--- config.mk ---
export PLATFORM = sky130hd
export DESIGN_NAME = perf_test_core
export DESIGN_NICKNAME = d
export VERILOG_FILES = /design/src/rtl/perf_test_core.sv
export SDC_FILE = /design/constraint.sdc
export NUM_CORES = 2
export LEC_CHECK = 0
export ABC_CLOCK_PERIOD_IN_PS = 26100
export CORE_AREA = 2 2 308 310
export DETAILED_ROUTE_END_ITERATION = 6
export DIE_AREA = 0 0 310 312
export PLACE_DENSITY_LB_ADDON = 0.25
export SLEW_MARGIN = 25
export SYNTH_ARGS = -nofsm -noshare
export SYNTH_HDL_FRONTEND = slang
export SYNTH_SLANG_ARGS = --single-unit
--- constraint.sdc ---
create_clock -name clk -period 26.1 [get_ports clk]
set_clock_uncertainty 0.05 [all_clocks]
set_input_delay 2.61 -clock clk [delete_from_list [all_inputs] [get_ports clk]]
set_output_delay 2.61 -clock clk [all_outputs]
set_load 0.05 [all_outputs]
--- src/rtl/perf_test_core.sv ---
// Link performance test core: LFSR symbol source, 4-level slicer and per-cycle
// measurements of reference level, power and slicer error over one LFSR cycle.
module perf_test_core #(
  parameter int LFSR_LEN = 6
) (
  input  logic                       clk,
  input  logic                       reset,
  input  logic signed [17:0]         rx_channel_sync,
  output logic                       sam_clk_en,
  output logic                       sym_clk_en,
  output logic [3:0]                 clk_phase,
  output logic [21:0]                seq_out,
  output logic [3:0]                 sym_out,
  output logic                       cycle_out_once,
  output logic                       cycle_out_periodic,
  output logic                       cycle_out_periodic_ahead,
  output logic                       cycle_out_periodic_behind,
  output logic [LFSR_LEN-1:0]        lfsr_counter,
  output logic [1:0]                 rx_data,
  output logic signed [17:0]         ref_level,
  output logic signed [17:0]         avg_power,
  output logic signed [17:0]         acc_err_sq,
  output logic signed [17:0]         acc_err_dc
);

  localparam int ACC_W = 18 + LFSR_LEN + 2;
  localparam logic [LFSR_LEN-1:0] CNT_LAST  = {{(LFSR_LEN-1){1'b1}}, 1'b0};
  localparam logic [LFSR_LEN-1:0] CNT_AHEAD = CNT_LAST - LFSR_LEN'(1);
  localparam logic signed [17:0] REF_DEFAULT = 18'sd16384;

  logic                      wrapped_reg;
  logic [LFSR_LEN-1:0]       cnt_next;
  logic signed [20:0]        x_w;
  logic signed [20:0]        r_w;
  logic signed [20:0]        two_r;
  logic signed [20:0]        level_w;
  logic signed [20:0]        e_w;
  logic signed [17:0]        e_sat;
  logic [1:0]                slice_next;
  logic [17:0]               abs_x;
  logic signed [35:0]        x_sq;
  logic signed [35:0]        e_sq;
  logic [17:0]               x_sq_hi;
  logic [17:0]               e_sq_hi;
  logic [ACC_W-1:0]          acc_abs_reg;
  logic [ACC_W-1:0]          acc_xsq_reg;
  logic [ACC_W-1:0]          acc_esq_reg;
  logic signed [ACC_W-1:0]   acc_e_reg;
  logic [ACC_W-1:0]          term_abs;
  logic [ACC_W-1:0]          term_xsq;
  logic [ACC_W-1:0]          term_esq;
  logic signed [ACC_W-1:0]   term_e;
  logic signed [ACC_W-1:0]   dc_shift;

  assign sam_clk_en = &clk_phase[1:0];
  assign sym_clk_en = &clk_phase;
  assign sym_out    = seq_out[3:0];
  assign cnt_next   = (lfsr_counter == CNT_LAST) ? '0 : lfsr_counter + LFSR_LEN'(1);

  // Slicer and error path operate directly on the sample taken at the symbol strobe;
  // 21-bit intermediates keep +/-3R and x-level free of overflow before saturation.
  always_comb begin
    x_w   = 21'(rx_channel_sync);
    r_w   = 21'(ref_level);
    two_r = r_w <<< 1;

    slice_next = 2'b11;
    if (x_w < -two_r)     slice_next = 2'b00;
    else if (x_w < 0)     slice_next = 2'b01;
    else if (x_w < two_r) slice_next = 2'b10;

    level_w = two_r + r_w;
    case (slice_next)
      2'b00:   level_w = -(two_r + r_w);
      2'b01:   level_w = -r_w;
      2'b10:   level_w = r_w;
      default: level_w = two_r + r_w;
    endcase

    e_w = x_w - level_w;
    if (e_w > 21'sd131071)       e_sat = 18'sd131071;
    else if (e_w < -21'sd131072) e_sat = -18'sd131072;
    else                         e_sat = 18'(e_w);

    abs_x   = 18'((x_w < 0) ? -x_w : x_w);
    x_sq    = rx_channel_sync * rx_channel_sync;
    e_sq    = e_sat * e_sat;
    x_sq_hi = 18'(x_sq >>> 18);
    e_sq_hi = 18'(e_sq >>> 18);

    term_abs = {{(ACC_W-18){1'b0}}, abs_x};
    term_xsq = {{(ACC_W-18){1'b0}}, x_sq_hi};
    term_esq = {{(ACC_W-18){1'b0}}, e_sq_hi};
    term_e   = {{(ACC_W-18){e_sat[17]}}, e_sat};
    dc_shift = acc_e_reg >>> LFSR_LEN;
  end

  always_ff @(posedge clk) begin
    if (reset) begin
      clk_phase                 <= '0;
      seq_out                   <= 22'h000001;
      lfsr_counter              <= '0;
      wrapped_reg               <= 1'b0;
      cycle_out_once            <= 1'b0;
      cycle_out_periodic        <= 1'b0;
      cycle_out_periodic_ahead  <= 1'b0;
      cycle_out_periodic_behind <= 1'b0;
      rx_data                   <= 2'b00;
      acc_abs_reg               <= '0;
      acc_xsq_reg               <= '0;
      acc_esq_reg               <= '0;
      acc_e_reg                 <= '0;
      ref_level                 <= REF_DEFAULT;
      avg_power                 <= '0;
      acc_err_sq                <= '0;
      acc_err_dc                <= '0;
    end else begin
      clk_phase <= clk_phase + 4'd1;
      if (sym_clk_en) begin
        seq_out                   <= {seq_out[20:0], seq_out[21] ^ seq_out[20]};
        lfsr_counter              <= cnt_next;
        wrapped_reg               <= wrapped_reg | (lfsr_counter == CNT_LAST);
        cycle_out_periodic        <= (cnt_next == CNT_LAST);
        cycle_out_periodic_ahead  <= (cnt_next == CNT_AHEAD);
        cycle_out_periodic_behind <= (lfsr_counter == CNT_LAST);
        cycle_out_once            <= (cnt_next == CNT_LAST) && !wrapped_reg;
        rx_data                   <= slice_next;
        // Close the measurement window: publish averages, then restart the sums
        // with this symbol's contribution.
        if (cycle_out_periodic_behind) begin
          ref_level   <= $signed(18'(acc_abs_reg >> (LFSR_LEN + 1)));
          avg_power   <= $signed(18'(acc_xsq_reg >> LFSR_LEN));
          acc_err_sq  <= $signed(18'(acc_esq_reg >> LFSR_LEN));
          acc_err_dc  <= 18'(dc_shift);
          acc_abs_reg <= term_abs;
          acc_xsq_reg <= term_xsq;
          acc_esq_reg <= term_esq;
          acc_e_reg   <= term_e;
        end else begin
          acc_abs_reg <= acc_abs_reg + term_abs;
          acc_xsq_reg <= acc_xsq_reg + term_xsq;
          acc_esq_reg <= acc_esq_reg + term_esq;
          acc_e_reg   <= acc_e_reg + term_e;
        end
      end
    end
  end

endmodule

==> impl_metrics.env <==
export IMPL_status="complete, no violations"
export IMPL_cts_tree="yes"
export IMPL_ios=136
export IMPL_worstPathArrival_ns=19.48
export IMPL_hold_path_class="flop to flop"
export IMPL_grt_ovfl_total=0
export IMPL_detailed_place_hpwl_um=79600
export IMPL_dr_wl_met3_um=5760
export IMPL_regArea_um2=4170
export IMPL_htreeDepth=1
export IMPL_placed_cell_area_um2=39700
export IMPL_syn_avg_cell_area_um2=8.44
export IMPL_fin_area_um2=40500
export IMPL_wirelength_um=101000
export IMPL_clk_pin_slew_ns=0.06
export IMPL_portBuffers=135
export IMPL_drive_gt1_frac=0.0334
export IMPL_synth_nets=5398
export IMPL_grt_pass1_wl_um=167000
export IMPL_numCtsBuffers=27
export IMPL_cts_root_buf="clkbuf_16"
export IMPL_vias=29200
export IMPL_drc_errors=0
export IMPL_via_per_inst=5.12
export IMPL_layout_nets=5434
export IMPL_setup_tns_ns=0
export IMPL_critPathMaxFanout=23
export IMPL_route_met2_wl_um=44500
export IMPL_synthFlopType="dfxtp_1"
export IMPL_syn_area_um2=37100
export IMPL_clock_path_buffers=3
export IMPL_die_w_um=310
export IMPL_grt_antenna_before_repair=0
export IMPL_firstDrtPassIters=6
export IMPL_period_share=0.732
export IMPL_ys_ff_latch=208
export IMPL_groute_usage_overall=0.215
export IMPL_timing_fmax_ghz=0.0524
export IMPL_crit_buf_inv=11
export IMPL_slew_headroom=0.310
export IMPL_drtIter0Drc=1896
export IMPL_synth_edf_count=0
export IMPL_place_gp_congestion=0.920
export IMPL_finalHoldViolCount=0
export IMPL_cpPeakStageDelay_ns=0.62
export IMPL_synthToLayoutAreaGrowth_pct=9.23
export IMPL_async_reset_ff_frac=0
export IMPL_grt_max_degree=94
export IMPL_grt_pass1_vias=30100
export IMPL_core_area_um2=93000
export IMPL_cts_resized=0
export IMPL_fp_dieH_um=312
export IMPL_wirelength_met1_um=48200
export IMPL_cts_sinks=208
export IMPL_setup_viol=0
export IMPL_critPathKind="input port to flop"
export IMPL_wire_per_inst_um=17.7
export IMPL_synth_warnings=0
export IMPL_cp_start_kind="input port"
export IMPL_dr_max_layer_used="met4"
export IMPL_initial_core_util=0.399
export IMPL_largest_reg_flops=25
export IMPL_cts_hold_buf=0
export IMPL_cp_data_required_time_ns=26.48
export IMPL_period_needed_ns=19.10
export IMPL_max_cap_violations=0
export IMPL_postRouteAntennaNets=0
export IMPL_multiInputGateArea_um2=29200
export IMPL_rsz0062_at_grt="false"
export IMPL_cts_setup_buffers=0
export IMPL_fillCellCount=9411
export IMPL_num_rows=112
export IMPL_syn_inst=4400
export IMPL_crit_slowest_cell="a2111oi_0"
export IMPL_die_area_um2=96700
export IMPL_clock_latency_ns=0.58
export IMPL_crit_family="compound AO/OA/AOI/OAI gates"
export IMPL_ys_seq_area_frac=0.112
export IMPL_synth_distinct_cells=89
export IMPL_worst_pin_slew_ns=1.03
export IMPL_critPathCaptureType="flop"
export IMPL_drv_slew=0
## worst register-to-register path, delay by kind of cell (launching register included)
family                     cells  cell delay (ns)
and+or+nand+nor               17             4.58
xor gates and xnor gates       4             1.13
AOI/OAI and AO/OA             21             6.42
buffers and inverters          9             1.19
DFF                            1             0.43
adders and majority gates     11             4.58
## cells in the mapped netlist, drive strengths merged (6+ instances only)
cell type	instances	area, um2
o21a	26	195
a221oi	6	52.6
o31ai	19	143
a21o	73	548
o21bai	26	195
or2	13	81.3
mux2	7	78.8
inv	834	3130
ha	378	4730
a211oi	39	303
buf	40	199
nor3	62	310
clkinv	7	26.3
clkbuf	121	457
a31oi	28	181
xnor2	158	1410
a311oi	6	52.6
o22ai	11	68.8
nand3	47	235
o21ai	164	828
o211ai	27	208
dfxtp	208	4160
nor3b	7	52.6
nand2	515	1940
nor2b	23	144
nand4	23	144
and3	27	169
or3	25	156
a2111oi	7	86.3
a21oi	310	1570
o2111ai	7	78.8
xor2	60	526
nand2b	24	150
mux2i	19	190
and2	63	394
fa	600	12000
nor4	9	71.3
nor2	304	1150
## area by class of cell
class | instances | area share
antenna | 1 | 0.0000617
clock buffer | 36 | 0.0185
clock inverter | 12 | 0.00299
inverter | 841 | 0.0779
multi-input combinational | 3190 | 0.720
sequential | 208 | 0.103
tap | 1254 | 0.0387
timing repair buffer | 168 | 0.0393
## per-stage QoR
stage / cells / util / hold WS [ns] / setup slack, ns
2_1_floorplan: 4400 / - / 0.386 / 10.09
5_1_grt: 5709 / 0.436 / 0.426 / 5.85
3_5_place_dp: 5661 / 0.426 / 0.397 / 6.60
3_3_place_gp: 5661 / 0.426 / 0.394 / 6.91
6_report: 5710 / 0.436 / 0.402 / 7.00
4_1_cts: 5709 / 0.436 / 0.406 / 7.15
## kinds of logic (layout without fill, tap and decap cells)
logic type | Yosys count | count (layout) | share of synthesized area
flops | 208 | 208 | 0.112
simple gates | 1164 | 1164 | 0.140
fa+ha+maj | 978 | 978 | 0.451
buf+inv | 1002 | 1057 | 0.103
mux | 26 | 26 | 0.00725
xor+xnor | 219 | 219 | 0.0527
other cells | 0 | 1 | 0
compound gates | 803 | 803 | 0.135
## per-layer routing
| layer | GRT usage | up-vias |
|---|---|---|
| met1 | 0.317 | 14200 |
| met4 | 0.0473 | 0 |
| li1 | - | 14100 |
| met5 | 0 | - |
| met3 | 0.0297 | 141 |
| met2 | 0.334 | 762 |
## final timing paths
kind / from / to / slack (ns) / depth (start not counted)
max reg2reg: ref_level[2]$_SDFFE_PP0P_ / acc_esq_reg[20]$_SDFFE_PP0P_ / 7.60 / 62
min reg2reg: acc_err_dc[9]$_SDFFE_PP0P_ / acc_err_dc[9]$_SDFFE_PP0P_ / 0.40 / 2
max: rx_channel_sync[1] / acc_esq_reg[20]$_SDFFE_PP0P_ / 7.00 / 56
min: acc_err_dc[9]$_SDFFE_PP0P_ / acc_err_dc[9]$_SDFFE_PP0P_ / 0.40 / 2
## cells in the final DEF, fill, tap and decap left out, types with 19 or more instances in the layout
master           netlist  final
dfxtp_1              208    207
or3_1                 25     25
nand2_1              514    513
inv_1                816    816
o31ai_1               19     19
a21o_1                73     73
a31oi_1               27     27
o211ai_1              26     26
nor3_1                62     62
clkbuf_16              0     27
o21bai_1              26     26
o21ai_0              154    154
ha_1                 378    378
a211oi_1              37     37
nor2b_1               23     23
mux2i_1               19     19
xnor2_1              156    156
buf_4                  6     33
o21a_1                26     26
xor2_1                60     60
nand2b_1              24     24
nand3_1               47     46
clkdlybuf4s50_1        0    133
nand4_1               23     23
and2_1                63     62
and3_1                27     27
nor2_1               302    302
a21oi_1              305    305
fa_1                 600    600
Power is not shown: default switching activity piles up to over one toggle a cycle in this logic, so the estimate is an artifact.
